==> src/rtl/pc_fetch_ctrl_if.sv <==
// Bus between the fetch controller and its requester: run handshake,
// per-cycle control enables, LUT target in, program counter and status out.
interface pc_fetch_ctrl_if #(
    parameter int D = 10
);
    logic         start;
    logic         stall;
    logic         jump_en;
    logic         branch_en;
    logic         taken;
    logic         call_en;
    logic         ret_en;
    logic         halt_en;
    logic [D-1:0] target;
    logic [D-1:0] prog_ctr;
    logic         running;
    logic         done;
    logic         ras_overflow;
    logic         ras_underflow;

    modport master (
        output start, stall, jump_en, branch_en, taken, call_en, ret_en, halt_en, target,
        input  prog_ctr, running, done, ras_overflow, ras_underflow
    );

    modport slave (
        input  start, stall, jump_en, branch_en, taken, call_en, ret_en, halt_en, target,
        output prog_ctr, running, done, ras_overflow, ras_underflow
    );
endinterface

==> src/rtl/pc_fetch_ctrl.sv <==
// Program-counter / fetch-control stage: picks the next PC from the incrementer,
// the LUT target or a circular return-address stack, and runs start/done.
module pc_fetch_ctrl #(
    parameter int D         = 10,
    parameter int RAS_DEPTH = 4
) (
    input  logic           clk,
    input  logic           reset_n,
    pc_fetch_ctrl_if.slave bus
);
    localparam int PW = $clog2(RAS_DEPTH);
    localparam int CW = PW + 1;
    localparam logic [CW-1:0] FULL_COUNT = CW'(RAS_DEPTH);

    typedef enum logic [1:0] {
        IDLE = 2'd0,
        RUN  = 2'd1,
        DONE = 2'd2
    } state_t;

    state_t          r_state;
    logic [D-1:0]    r_pc;
    logic [CW-1:0]   r_count;
    logic [PW-1:0]   r_top;
    logic            r_ovf;
    logic            r_unf;
    logic [D-1:0]    r_stack [RAS_DEPTH];

    state_t          w_stateNext;
    logic [D-1:0]    w_pcNext;
    logic [D-1:0]    w_pcInc;
    logic [CW-1:0]   w_countNext;
    logic [PW-1:0]   w_topNext;
    logic [PW-1:0]   w_popIdx;
    logic            w_ovfNext;
    logic            w_unfNext;
    logic            w_push;

    assign w_pcInc  = r_pc + D'(1);
    assign w_popIdx = r_top - PW'(1);

    always_ff @(posedge clk or negedge reset_n) begin
        if (!reset_n) begin
            r_state <= IDLE;
            r_pc    <= '0;
            r_count <= '0;
            r_top   <= '0;
            r_ovf   <= 1'b0;
            r_unf   <= 1'b0;
        end else begin
            r_state <= w_stateNext;
            r_pc    <= w_pcNext;
            r_count <= w_countNext;
            r_top   <= w_topNext;
            r_ovf   <= w_ovfNext;
            r_unf   <= w_unfNext;
        end
    end

    // r_top is the next write slot; when full it already points at the oldest entry.
    always_ff @(posedge clk) begin
        if (w_push) begin
            r_stack[r_top] <= w_pcInc;
        end
    end

    always_comb begin
        w_stateNext = r_state;
        w_pcNext    = r_pc;
        w_countNext = r_count;
        w_topNext   = r_top;
        w_ovfNext   = r_ovf;
        w_unfNext   = r_unf;
        w_push      = 1'b0;
        case (r_state)
            IDLE: begin
                if (bus.start) begin
                    w_stateNext = RUN;
                    w_pcNext    = '0;
                    w_countNext = '0;
                    w_topNext   = '0;
                    w_ovfNext   = 1'b0;
                    w_unfNext   = 1'b0;
                end
            end
            RUN: begin
                if (!bus.stall) begin
                    if (bus.halt_en) begin
                        w_stateNext = DONE;
                    end else if (bus.ret_en) begin
                        if (r_count != '0) begin
                            w_pcNext    = r_stack[w_popIdx];
                            w_countNext = r_count - CW'(1);
                            w_topNext   = w_popIdx;
                        end else begin
                            w_pcNext  = w_pcInc;
                            w_unfNext = 1'b1;
                        end
                    end else if (bus.call_en) begin
                        w_push    = 1'b1;
                        w_topNext = r_top + PW'(1);
                        w_pcNext  = bus.target;
                        if (r_count == FULL_COUNT) begin
                            w_ovfNext = 1'b1;
                        end else begin
                            w_countNext = r_count + CW'(1);
                        end
                    end else if (bus.jump_en || (bus.branch_en && bus.taken)) begin
                        w_pcNext = bus.target;
                    end else begin
                        w_pcNext = w_pcInc;
                    end
                end
            end
            DONE: begin
                if (!bus.start) begin
                    w_stateNext = IDLE;
                    w_pcNext    = '0;
                end
            end
            default: begin
                w_stateNext = IDLE;
                w_pcNext    = '0;
            end
        endcase
    end

    assign bus.prog_ctr      = r_pc;
    assign bus.running       = (r_state == RUN);
    assign bus.done          = (r_state == DONE);
    assign bus.ras_overflow  = r_ovf;
    assign bus.ras_underflow = r_unf;
endmodule
==> src/flat_wrapper.sv <==
// flat-port wrapper written by rule: the top's interface ports become plain ports
module pc_fetch_ctrl_flat 
#(
    parameter int D         = 10,
    parameter int RAS_DEPTH = 4
)
  (clk, reset_n, bus_start, bus_stall, bus_jump_en, bus_branch_en, bus_taken, bus_call_en, bus_ret_en, bus_halt_en, bus_target, bus_prog_ctr, bus_running, bus_done, bus_ras_overflow, bus_ras_underflow);
  pc_fetch_ctrl_if #(.D(D)) bus_i ();
  input  logic clk;
  input  logic reset_n;
  input wire logic [$bits(bus_i.start)-1:0] bus_start;
  input wire logic [$bits(bus_i.stall)-1:0] bus_stall;
  input wire logic [$bits(bus_i.jump_en)-1:0] bus_jump_en;
  input wire logic [$bits(bus_i.branch_en)-1:0] bus_branch_en;
  input wire logic [$bits(bus_i.taken)-1:0] bus_taken;
  input wire logic [$bits(bus_i.call_en)-1:0] bus_call_en;
  input wire logic [$bits(bus_i.ret_en)-1:0] bus_ret_en;
  input wire logic [$bits(bus_i.halt_en)-1:0] bus_halt_en;
  input wire logic [$bits(bus_i.target)-1:0] bus_target;
  output wire logic [$bits(bus_i.prog_ctr)-1:0] bus_prog_ctr;
  output wire logic [$bits(bus_i.running)-1:0] bus_running;
  output wire logic [$bits(bus_i.done)-1:0] bus_done;
  output wire logic [$bits(bus_i.ras_overflow)-1:0] bus_ras_overflow;
  output wire logic [$bits(bus_i.ras_underflow)-1:0] bus_ras_underflow;
  assign bus_i.start = bus_start;
  assign bus_i.stall = bus_stall;
  assign bus_i.jump_en = bus_jump_en;
  assign bus_i.branch_en = bus_branch_en;
  assign bus_i.taken = bus_taken;
  assign bus_i.call_en = bus_call_en;
  assign bus_i.ret_en = bus_ret_en;
  assign bus_i.halt_en = bus_halt_en;
  assign bus_i.target = bus_target;
  assign bus_prog_ctr = bus_i.prog_ctr;
  assign bus_running = bus_i.running;
  assign bus_done = bus_i.done;
  assign bus_ras_overflow = bus_i.ras_overflow;
  assign bus_ras_underflow = bus_i.ras_underflow;
  pc_fetch_ctrl #(.D(D), .RAS_DEPTH(RAS_DEPTH)) u_core (.clk(clk), .reset_n(reset_n), .bus(bus_i));
endmodule
==> config.mk <==
export PLATFORM = sky130hd
export DESIGN_NAME = pc_fetch_ctrl_flat
export DESIGN_NICKNAME = d
export VERILOG_FILES = /design/src/rtl/pc_fetch_ctrl_if.sv /design/src/rtl/pc_fetch_ctrl.sv /design/src/flat_wrapper.sv
export SDC_FILE = /design/constraint.sdc
export NUM_CORES = 1
export LEC_CHECK = 0
export BUFFER_PORTS_ARGS = -buffer_cell sky130_fd_sc_hd__buf_4
export CORE_UTILIZATION = 62
export DETAILED_ROUTE_END_ITERATION = 6
export PLACE_DENSITY = 0.83
export SLEW_MARGIN = 30
export SYNTH_ARGS = -nofsm -noshare
export SYNTH_HDL_FRONTEND = slang
export SYNTH_SLANG_ARGS = --single-unit
==> constraint.sdc <==
create_clock -name clk -period 7.4 [get_ports clk]
set_input_delay 0.74 -clock clk [delete_from_list [all_inputs] [get_ports clk]]
set_output_delay 0.74 -clock clk [all_outputs]
set_load 0.05 [all_outputs]
Yosys cells after proc, flatten, opt, wreduce, memory -nomap -nowiden

Memory sizes are Yosys's and may differ from the RTL's.
Index checks and enable logic that the tools add are counted.

Add/sub/neg operators: 5
Eq/ne operators: 16
Muxes and demuxes: 48
Reductions and logical operators: 11

Operators by type and width:

| kind                    | number |
|---|---|
| $mux W10                | 8 |
| $pmux W10 S3            | 1 |
| $mux W3                 | 7 |
| $mux W2                 | 10 |
| $ne A2 B2 Y1 const B    | 9 |
| $mux W1                 | 17 |
| $reduce_and A7 Y1       | 2 |
| $reduce_and A6 Y1       | 2 |
| $add A10 B1 Y10 const B | 1 |
| $reduce_and A4 Y1       | 2 |
| $ne A3 B3 Y1 const B    | 2 |
| $pmux W2 S3             | 1 |
| $pmux W3 S2             | 1 |
| $pmux W1 S2             | 2 |
| $pmux W2 S2             | 1 |
| $add A3 B1 Y3 const B   | 1 |
| $eq A3 B3 Y1 const B    | 1 |
| $ne A3 B2 Y1 const B    | 1 |
| $reduce_bool A3 Y1      | 1 |
| $sub A3 B1 Y3 const B   | 1 |
| $add A2 B1 Y2 const B   | 1 |
| $eq A2 B1 Y1 const B    | 1 |
| $eq A2 B2 Y1 const B    | 1 |
| $logic_not A2 Y1        | 1 |
| other kinds (5)         | 5 |

Flip-flop bits (word level): 19
RAM bits: 40
Bits of input ports: 20
Output and inout bits: 14
Memories kept: 1

Memories:

| memory         | depth | bits a word | read ports | clocked after memory_dff | write ports | RTL line            | RTL |
|---|---|---|---|---|---|---|---|
| u_core.r_stack | 4     | 10          | 1          | 0                        | 1           | pc_fetch_ctrl.sv:27 | `logic [D-1:0] r_stack [RAS_DEPTH];` |

Longest topological paths before layout

Gate-level depths: netlist (run 1).

Depth in word-level cells: 8
Gate-level depth with buffers: 9
Gate-level depth less buffers: 6

Least setup slack after synthesis (run 1)

OpenSTA, ideal clock, no wires.

Kind: flip-flop to flip-flop
From: register u_core.r_top[0]
To: register u_core.r_pc[3] (netlist: u_core.bus.prog_ctr[3])
Library setup time: 0.125 ns
Arrival: 2.275 ns
Data required time: 7.275 ns
Setup slack: 5.000 ns
Cell stages (with the launch flop): 9
Path buffers: 2
Clock period less this slack: 2.400 ns
Cell sequence: dfrtp_1 -> buf_2 -> inv_1 -> ha_1 -> clkbuf_1 -> mux4_2 -> a22oi_1 -> o21ai_0 -> mux2_2

Word-level cells in the longest chain between the ends: 7

Ends and longest elaborated chain:

| item                   | RTL line            | RTL |
|---|---|---|
| from (decl)            | pc_fetch_ctrl.sv:24 | `logic [PW-1:0] r_top;` |
| from (signal assigned) | pc_fetch_ctrl.sv:54 | `r_top <= w_topNext;` |
| $sub A2 B1 Y2          | pc_fetch_ctrl.sv:40 | `assign w_popIdx = r_top - PW'(1);` |
| $mem_v2 Z4 W10         | --                  |  |
| $mux W10               | pc_fetch_ctrl.sv:91 | `if (r_count != '0) begin` |
| $mux W10               | pc_fetch_ctrl.sv:90 | `end else if (bus.ret_en) begin` |
| $mux W10               | pc_fetch_ctrl.sv:88 | `if (bus.halt_en) begin` |
| $mux W10               | pc_fetch_ctrl.sv:87 | `if (!bus.stall) begin` |
| $pmux W10 S3           | pc_fetch_ctrl.sv:75 | `case (r_state)` |
| to (signal assigned)   | pc_fetch_ctrl.sv:52 | `r_pc <= w_pcNext;` |
| to (decl)              | pc_fetch_ctrl.sv:22 | `logic [D-1:0] r_pc;` |

No other way between the ends. The select of a mux whose other input is x is not followed.
A chain may end at the register's enable or synchronous reset.

Worst setup path after layout (run 1)

Same ends and word-level chain as after synthesis.

==> run summary, run 1 <==
Status: finished, final reports clean
HPWL Detailed: 4500 µm
Min-Delay Path Class: input pin to asynchronous set/reset pin
H-tree Lvls: 3
Main flop type after synthesis: edfxtp_1
R2R Path End: u_core.bus.prog_ctr[3]$_DFFE_PN0P_
DRC Markers: 0
Initial antenna violation count: 0
Number of setup buffers added after CTS: 0
Leakage Power: 1.31 nW
Count leader, synth: edfxtp_1
Clock Skew: 0.00876 ns
Rows: 24
Overall power: 1.31 mW
Setup violations, final: 0
NumNets Final: 281
GRT Util Overall: 0.269
Max Cap Violations: 0
Pint: 0.765 mW
Hold Buf Count CTS: 0
# IOs: 34
Synthesized area: 2890 µm²
CP endpoint kind: flop
CP arrival: 2.92 ns
DIE AREA: 4940 µm²
Seq/Total Area, Yosys: 0.579
PD cells: 392 nW/µm²
DR WL/cell: 19.5 µm
WL final: 6080 µm
Max-slew headroom: 0.477
Area leader, netlist: edfxtp_1
Synth warnings: 0
Crit. Startpoint: u_core.r_top[0]$_DFFE_PN0P_
Clock Tree Buf Depth: 2
Asr flop ratio synth: 0.322
Count of different cell masters after synthesis: 48
Antenna cells: 0
Root buf cell: clkbuf_8
Vias per cell: 6.22
Tcrit/Tclk final: 0.364
Setup CP Type: flop to flop
PortBufs: 33
CTS tree: done
Clock Sinks: 59
Die span in x: 70.3 µm
Nature of the critical path startpoint: flop
Worst Path Max Fanout: 13
Worst R2R Setup Slack: 4.71 ns
Least-Margin Pin Slew: 0.785 ns
Sw frac: 0.415
DRT antenna net count: 0
Crit path time final: 2.69 ns
Post-synth net total: 245
Height of the die: 70.3 µm
Post-Syn Instances: 219
Synth top cells by count: edfxtp_1, dfrtp_1, nor2_1, o21ai_0, nand2_1
Drt first-iter violations: 176
Vias in the first global route: 1883
CTS clk-pin slew, worst paths: 0.07 ns
TritonCTS Buffers: 9
Max Fclk: 371 MHz
Core area: 4410 µm²
Maximum VDD drop: 0.000268 V
Gate power share: 0.411
Post-synth EDFFs: 40
First-pass detailed-route iteration total: 5
GP Congestion: 0.865
Synth top area share: 0.415
Main area contributors after synthesis: edfxtp_1, dfrtp_1, mux4_2
Critical path required time: 7.62 ns
Clock Power Share: 0.191
Net Switching: 0.542 mW
Crit path to: u_core.bus.prog_ctr[3]$_DFFE_PN0P_
Area Overhead vs Synth: 15.2%
R2r worst-path depth: 6
Util after Layout: 0.755
R2R Path Start: u_core.r_top[0]$_DFFE_PN0P_
First-pass GRT wire length: 9840 µm
Starting Density: 0.656
Setup TNS: 0 ns
Syn avg cell area: 13.2 µm²
Synth Register Bits: 59
Post-route insts no fill: 312
Placed insts: 296
Post-CTS Resized: 0
Worst-skew pair later-pin latency: 0.33 ns
Layout cells sized above 1: 0.273
Via count: 1942
RSZ-0062 raised after global routing: no
Final hold violation count: 0
Part of the power in registers: 0.398
Largest net degree at the start of global routing: 20
Gr ovfl total: 0
Final Max Slew Viols: 0
-- worst max-delay path: stages (launching register included) --
cell and delay, ns:
dfrtp_1 0.78, inv_1 0.20, ha_1 0.63, mux4_2 0.39
a22oi_1 0.19, o21ai_0 0.12, mux2_2 0.27
-- worst min-delay path by stage --
stage	start	end	slack, ns	cells after the start
finish	reset_n	u_core.bus.ras_overflow$_DFFE_PN0P_	0.26	1
floorplan	reset_n	u_core.bus.prog_ctr[0]$_DFFE_PN0P_	0.44	0
global route	reset_n	u_core.r_count[2]$_DFFE_PN0P_	0.28	1
CTS	reset_n	u_core.bus.ras_underflow$_DFFE_PN0P_	0.27	1
global placement	u_core.bus.ras_underflow$_DFFE_PN0P_	u_core.bus.ras_underflow$_DFFE_PN0P_	0.49	2
detailed placement	u_core.bus.ras_underflow$_DFFE_PN0P_	u_core.bus.ras_underflow$_DFFE_PN0P_	0.51	2
-- cell type report --
cell class / instances / area, µm²
Clock buffer: 9 / 124
Multi-Input combinational cell: 141 / 1130
Clock inverter: 7 / 45.0
Inverter: 10 / 40.0
Sequential cell: 59 / 1680
Timing Repair Buffer: 34 / 255
Fill cell: 273 / 1080
Tap cell: 52 / 65.1
-- cell usage in the layout, fill, tap and decap left out, types with 4 or more instances in the layout --
| cell type | synthesis | layout |
|---|---|---|
| a21oi_1 | 7 | 7 |
| nand3_1 | 8 | 8 |
| nor2_1 | 15 | 15 |
| edfxtp_1 | 40 | 40 |
| clkbuf_8 | 0 | 9 |
| mux2i_1 | 4 | 4 |
| a22oi_1 | 4 | 4 |
| buf_4 | 1 | 34 |
| o21ai_0 | 15 | 15 |
| inv_1 | 9 | 9 |
| xnor2_1 | 5 | 5 |
| xor2_1 | 6 | 6 |
| ha_1 | 5 | 5 |
| mux4_2 | 10 | 10 |
| and3_1 | 7 | 7 |
| dfrtp_1 | 19 | 19 |
| clkinvlp_4 | 0 | 4 |
| nand2_1 | 13 | 13 |
-- cell families (layout without fill, tap and decap cells) --
group / count (synthesis) / in the layout / synth area share
mux: 17 / 17 / 0.105
buf+inv: 19 / 60 / 0.0329
flops: 59 / 59 / 0.579
simple gates: 60 / 60 / 0.108
fa+ha+maj: 6 / 6 / 0.0285
xor+xnor: 11 / 11 / 0.0333
compound gates: 47 / 47 / 0.114
-- power by group through the flow --
stage,sequential [mW],combinational (mW),clock (mW)
3_5_place_dp,0.526,0.530,0
2_1_floorplan,0.591,0.316,0
4_1_cts,0.519,0.535,0.252
6_report,0.520,0.537,0.250
5_1_grt,0.530,0.578,0.264
3_3_place_gp,0.523,0.522,0
-- per-layer routing --
metal	vias up	GRT usage	routed length, µm
met4	0	0.104	93
met3	12	0.0505	372
met1	951	0.411	2840
li1	897	-	-
met5	-	0	0
met2	82	0.384	2770
-- registers in the layout, indices dropped and copies added, names as in the netlist --
signal                    flops
u_core.r_stack               40
u_core.r_state                2
u_core.r_count                3
u_core.bus.prog_ctr          10
u_core.bus.ras_underflow      1
u_core.bus.ras_overflow       1
u_core.r_top                  2
-- stage by stage --
stage	hold WS (ns)	instance area [µm²]	worst slack [ns]
floorplan	0.444	2890	5.00
global placement	0.492	3160	4.61
detailed placement	0.507	3160	4.45
CTS	0.268	3330	4.65
global route	0.279	3330	4.48
finish	0.263	3330	4.71
(Power assumes the default switching activity.)
==> inputs of run 2 (changes only) <==
--- a/config.mk
+++ b/config.mk
@@ -6,9 +6,9 @@
 export NUM_CORES = 1
 export LEC_CHECK = 0
 export BUFFER_PORTS_ARGS = -buffer_cell sky130_fd_sc_hd__buf_4
-export CORE_UTILIZATION = 62
+export CORE_UTILIZATION = 58
 export DETAILED_ROUTE_END_ITERATION = 6
-export PLACE_DENSITY = 0.83
+export PLACE_DENSITY = 0.78
 export SLEW_MARGIN = 30
 export SYNTH_ARGS = -nofsm -noshare
 export SYNTH_HDL_FRONTEND = slang
==> constraint.sdc (replaced) <==
create_clock -name clk -period 2.7 [get_ports clk]
set_input_delay 0.27 -clock clk [delete_from_list [all_inputs] [get_ports clk]]
set_output_delay 0.27 -clock clk [all_outputs]
set_load 0.05 [all_outputs]
==> run summary, run 2 (synthesis results as in run 1) <==
Least-Margin Pin Slew: 0.622 ns
Met2 Track Usage GR: 0.383
GRT Util Overall: 0.262
Drt first-iter violations: 298
Rows: 25
DRC Markers: 0
Tcrit/Tclk final: 0.751
Worst Hold Depth: 2
CP endpoint kind: flop
DR WL/cell: 18.6 µm
Max Cap Violations: 0
PD cells: 1080 nW/µm²
Layout filler cell count: 332
Area Overhead vs Synth: 17.6%
R2r worst-path depth: 4
CP peak stage delay: 0.51 ns
Starting Density: 0.609
Crit path time final: 2.03 ns
Core area: 4750 µm²
Largest net degree at the start of global routing: 20
H-tree Lvls: 3
Height of the die: 72.6 µm
PortBufs: 33
Setup TNS: 0 ns
# IOs: 34
Final Max Slew Viols: 0
Crit. path cell count: 4
Die span in x: 72.6 µm
Final hold violation count: 0
CP arrival: 2.01 ns
Clock Tree Buf Depth: 2
Clock Skew: 0.00450 ns
HPWL Detailed: 4460 µm
Largest register FFs: 40
Max Fclk: 493 MHz
Commonest non-fill, non-tap cells in the layout: edfxtp_1, buf_4, dfrtp_1
WL final: 6190 µm
Overall power: 3.66 mW
Via count: 1980
Worst-skew pair later-pin latency: 0.34 ns
Critical path required time: 2.68 ns
Hold Slack: 0.149 ns
Met1 usage: 0.383
Min-Delay Path Class: input pin to flop
Setup violations, final: 0
Most common cell after layout, fill and taps aside: edfxtp_1
Clock Sinks: 59
CTS tree: done
Met3 usage in global routing: 0.0497
CP Buf/Inv Count: 1
Util after Layout: 0.716
Setup CP Type: flop to flop
NumNets Final: 287
RSZ-0062 raised after global routing: no
Gr busiest metal: met1
Delay-heaviest family, CP: simple AND/OR/NAND/NOR gates
Antenna cells: 0
Max-slew headroom: 0.585
Vias per cell: 5.95
GP Congestion: 0.810
Initial antenna violation count: 0
Gr ovfl total: 0
Maximum VDD drop: 0.000571 V
Largest reg by FF count: u_core.r_stack
Crit-path cells: nor3b_1 > buf_4 > and2_1 > and3_1
TritonCTS Buffers: 9
Root buf cell: clkbuf_8
First-pass detailed-route iteration total: 5
Vias in the first global route: 1899
DRT antenna net count: 0
Layout cells sized above 1: 0.282
Nature of the critical path startpoint: flop
Slowest-stage cell, CP: dfrtp_1
First-pass GRT wire length: 9720 µm
DIE AREA: 5280 µm²
Leakage Power: 1.34 nW
CTS clk-pin slew, worst paths: 0.07 ns
Worst Path Max Fanout: 11
Status: finished, final reports clean
==> run 2: worst paths after layout <==
path                                                startpoint                             endpoint  slack (ns)
max                              u_core.r_state[0]$_DFFE_PN0P_       u_core.r_stack[2][2]$_DFFE_PP_        0.67
min                                                bus_halt_en        u_core.r_state[0]$_DFFE_PN0P_        0.15
max reg2reg                      u_core.r_state[0]$_DFFE_PN0P_       u_core.r_stack[2][2]$_DFFE_PP_        0.67
min reg2reg                u_core.bus.ras_overflow$_DFFE_PN0P_  u_core.bus.ras_overflow$_DFFE_PN0P_        0.53
max in group asynchronous                              reset_n          u_core.r_top[0]$_DFFE_PN0P_        2.14
min in group asynchronous                              reset_n        u_core.r_count[1]$_DFFE_PN0P_        0.34
==> run 2: per-stage QoR <==
step	std cells	setup slack [ns]	instance area, µm²
4_1_cts	333	0.693	3400
3_5_place_dp	316	0.725	3220
6_report	333	0.671	3400
5_1_grt	333	0.570	3400
3_3_place_gp	316	0.797	3220
2_1_floorplan	219	0.300	2890
==> run 2: per-layer routing <==
| layer | share of wire | vias up | wire length [µm] |
|---|---|---|---|
| met3 | 0.079 | 13 | 487 |
| met5 | 0 | - | 0 |
| met2 | 0.46 | 88 | 2860 |
| li1 | - | 916 | - |
| met1 | 0.44 | 963 | 2740 |
| met4 | 0.017 | 0 | 107 |
==> run 2: worst register-to-register path, delay by kind of cell (launching register included) <==
| family | cells | cell delay (ns) |
|---|---|---|
| flip-flops | 1 | 0.51 |
| buffers and inverters | 1 | 0.21 |
| AND/OR/NAND/NOR | 3 | 0.96 |
==> run 2: final cells by class <==
type,instances,area [µm²],area share
Tap cell,67,83.8,0.0246
Sequential cell,59,1680,0.492
Clock inverter,7,55.1,0.0162
Multi-Input combinational cell,141,1120,0.330
Clock buffer,9,124,0.0364
Inverter,10,40.0,0.0118
Timing Repair Buffer,40,303,0.0889
==> run 2: power breakdown <==
group          total (mW)  internal [mW]  switching, mW  leakage (nW)
Sequential           1.36           1.20          0.164         0.607
Clock               0.708          0.336          0.373        0.0854
Combinational        1.59          0.617          0.975         0.650
==> run 2: what timing repair did <==
item	4_1_cts	5_1_grt
hold endpoints to repair	19	0
buffers inserted	0	0
resized for setup	0	0
hold buffers	1	0
==> inputs of run 3 (changes only) <==
--- a/config.mk
+++ b/config.mk
@@ -6,9 +6,9 @@
 export NUM_CORES = 1
 export LEC_CHECK = 0
 export BUFFER_PORTS_ARGS = -buffer_cell sky130_fd_sc_hd__buf_4
-export CORE_UTILIZATION = 58
+export CORE_UTILIZATION = 52
 export DETAILED_ROUTE_END_ITERATION = 6
-export PLACE_DENSITY = 0.78
+export PLACE_DENSITY = 0.74
 export SLEW_MARGIN = 30
 export SYNTH_ARGS = -nofsm -noshare
 export SYNTH_HDL_FRONTEND = slang
==> constraint.sdc (replaced) <==
create_clock -name clk -period 1.6 [get_ports clk]
set_input_delay 0.16 -clock clk [delete_from_list [all_inputs] [get_ports clk]]
set_output_delay 0.16 -clock clk [all_outputs]
set_load 0.05 [all_outputs]
==> run summary, run 3 (synthesis results as in run 1) <==
Clock Tree Buf Depth: 2
Crit path time final: 1.70 ns
Critical path required time: 1.83 ns
Status: finished, violations left
PD cells: 1880 nW/µm²
Via count: 2302
Final hold violation count: 0
Final Max Slew Viols: 0
Gr ovfl total: 0
DRC Markers: 0
CTS clk-pin slew, worst paths: 0.07 ns
Multi-input logic area: 1350 µm²
Largest register FFs: 40
Clock Skew: 0.00599 ns
Largest reg by FF count: u_core.r_stack
Largest net degree at the start of global routing: 20
Commonest non-fill, non-tap cells in the layout: buf_4, edfxtp_1, nor2_1
RSZ-0062 raised after global routing: yes
DR WL/cell: 20.7 µm
Clock Sinks: 59
Place WS: -0.151 ns
First-pass GRT wire length: 12500 µm
Min-Delay Path Class: input pin to flop
Core area: 5240 µm²
Part of the power in registers: 0.293
Height of the die: 76.6 µm
TritonCTS Buffers: 9
Setup CP Type: flop to flop
Hold Slack: 0.0709 ns
Leakage Power: 1.67 nW
Register area: 1680 µm²
Root buf cell: clkbuf_8
Final WS setup: -0.102 ns
Area Overhead vs Synth: 42.5%
HPWL Detailed: 5060 µm
Starting Density: 0.553
Setup violations, final: 12
Layout filler cell count: 305
PortBufs: 33
Max-slew headroom: 0.602
CP arrival: 1.93 ns
Most common cell after layout, fill and taps aside: buf_4
Die span in x: 76.6 µm
CP endpoint kind: flop
Vias per cell: 5.89
H-tree Lvls: 3
Nature of the critical path startpoint: flop
Gate power share: 0.510
Worst R2R Setup Slack: -0.10 ns
First-pass detailed-route iteration total: 4
Worst-skew pair later-pin latency: 0.34 ns
Pint: 4.82 mW
CTS tree: done
Worst Path Max Fanout: 7
Net Switching: 2.95 mW
Sw frac: 0.380
GP Congestion: 0.818
Least-Margin Pin Slew: 0.592 ns
Rows: 26
Antenna cells: 0
DIE AREA: 5870 µm²
Maximum VDD drop: 0.00124 V
WL final: 8080 µm
NumNets Final: 342
Layout cells sized above 1: 0.517
Initial antenna violation count: 0
Max Fclk: 588 MHz
# IOs: 34
Failing checks: setup timing
Overall power: 7.76 mW
Post-route insts no fill: 391
Drt first-iter violations: 145
Util after Layout: 0.787
Placed insts: 361
Vias in the first global route: 2391
GRT Util Overall: 0.296
DRT antenna net count: 0
Max Cap Violations: 0
Tcrit/Tclk final: 1.06
Clock Power Share: 0.197
[run 3: layout make-up]
| class | instances | area share |
|---|---|---|
| flip-flops and latches | 59 | 0.408 |
| inverters | 10 | 0.0115 |
| multi-input cells | 145 | 0.327 |
| repair buffers | 91 | 0.178 |
| clock buffers | 10 | 0.0334 |
| clock inverters | 6 | 0.0215 |
| well taps | 70 | 0.0212 |
[run 3: power groups by stage]
stage	Combinational, mW	Clock (mW)	Sequential [mW]
after floorplan	1.60	0	2.74
after CTS	3.72	1.56	2.24
after global routing	4.17	1.61	2.29
after global placement	3.33	0	2.26
final	3.96	1.53	2.27
after detailed placement	3.40	0	2.27
[run 3: critical path, cell delays in order (launching register included)]
cell and delay [ns]:
dfrtp_2 0.41, inv_4 0.05, ha_4 0.30, mux4_2 0.31, a22oi_2 0.15, o21ai_1 0.09, mux2_4 0.27
[run 3: path summary, 6_finish.rpt]
check | cells after the start | start | endpoint
setup reg to reg | 6 | u_core.r_top[0]$_DFFE_PN0P_ | u_core.bus.prog_ctr[4]$_DFFE_PN0P_
hold / removal | 2 | bus_halt_en | u_core.r_state[0]$_DFFE_PN0P_
min in group asynchronous | 2 | reset_n | u_core.bus.prog_ctr[4]$_DFFE_PN0P_
max in group asynchronous | 2 | reset_n | u_core.r_top[0]$_DFFE_PN0P_
hold reg to reg | 2 | u_core.bus.ras_underflow$_DFFE_PN0P_ | u_core.bus.ras_underflow$_DFFE_PN0P_
setup / recovery | 6 | u_core.r_top[0]$_DFFE_PN0P_ | u_core.bus.prog_ctr[4]$_DFFE_PN0P_
[run 3: stage by stage]
step | setup TNS, ns | area [µm²]
2_1_floorplan | -1.86 | 2970
3_3_place_gp | -1.50 | 3600
3_5_place_dp | -4.69 | 3600
4_1_cts | -0.790 | 4010
5_1_grt | -1.66 | 4120
6_report | -0.727 | 4120
[run 3: layer usage]
layer  vias to the layer above  global-route usage  part of all wire
met5                         -                   0                 0
met1                      1167               0.376              0.41
met3                        17              0.0766             0.060
met4                         0               0.127             0.028
met2                        85               0.482              0.50
li1                       1033                   -                 -
[run 3: timing repair]
action                                  in CTS  in global routing
buffers inserted                             8                  1
pin swaps                                    8                 13
endpoints found under the hold margin       19                  0
resized for setup                           20                 26
gates cloned                                 4                  0
hold buffers                                 1                  0
endpoints found under the setup margin      56                 66
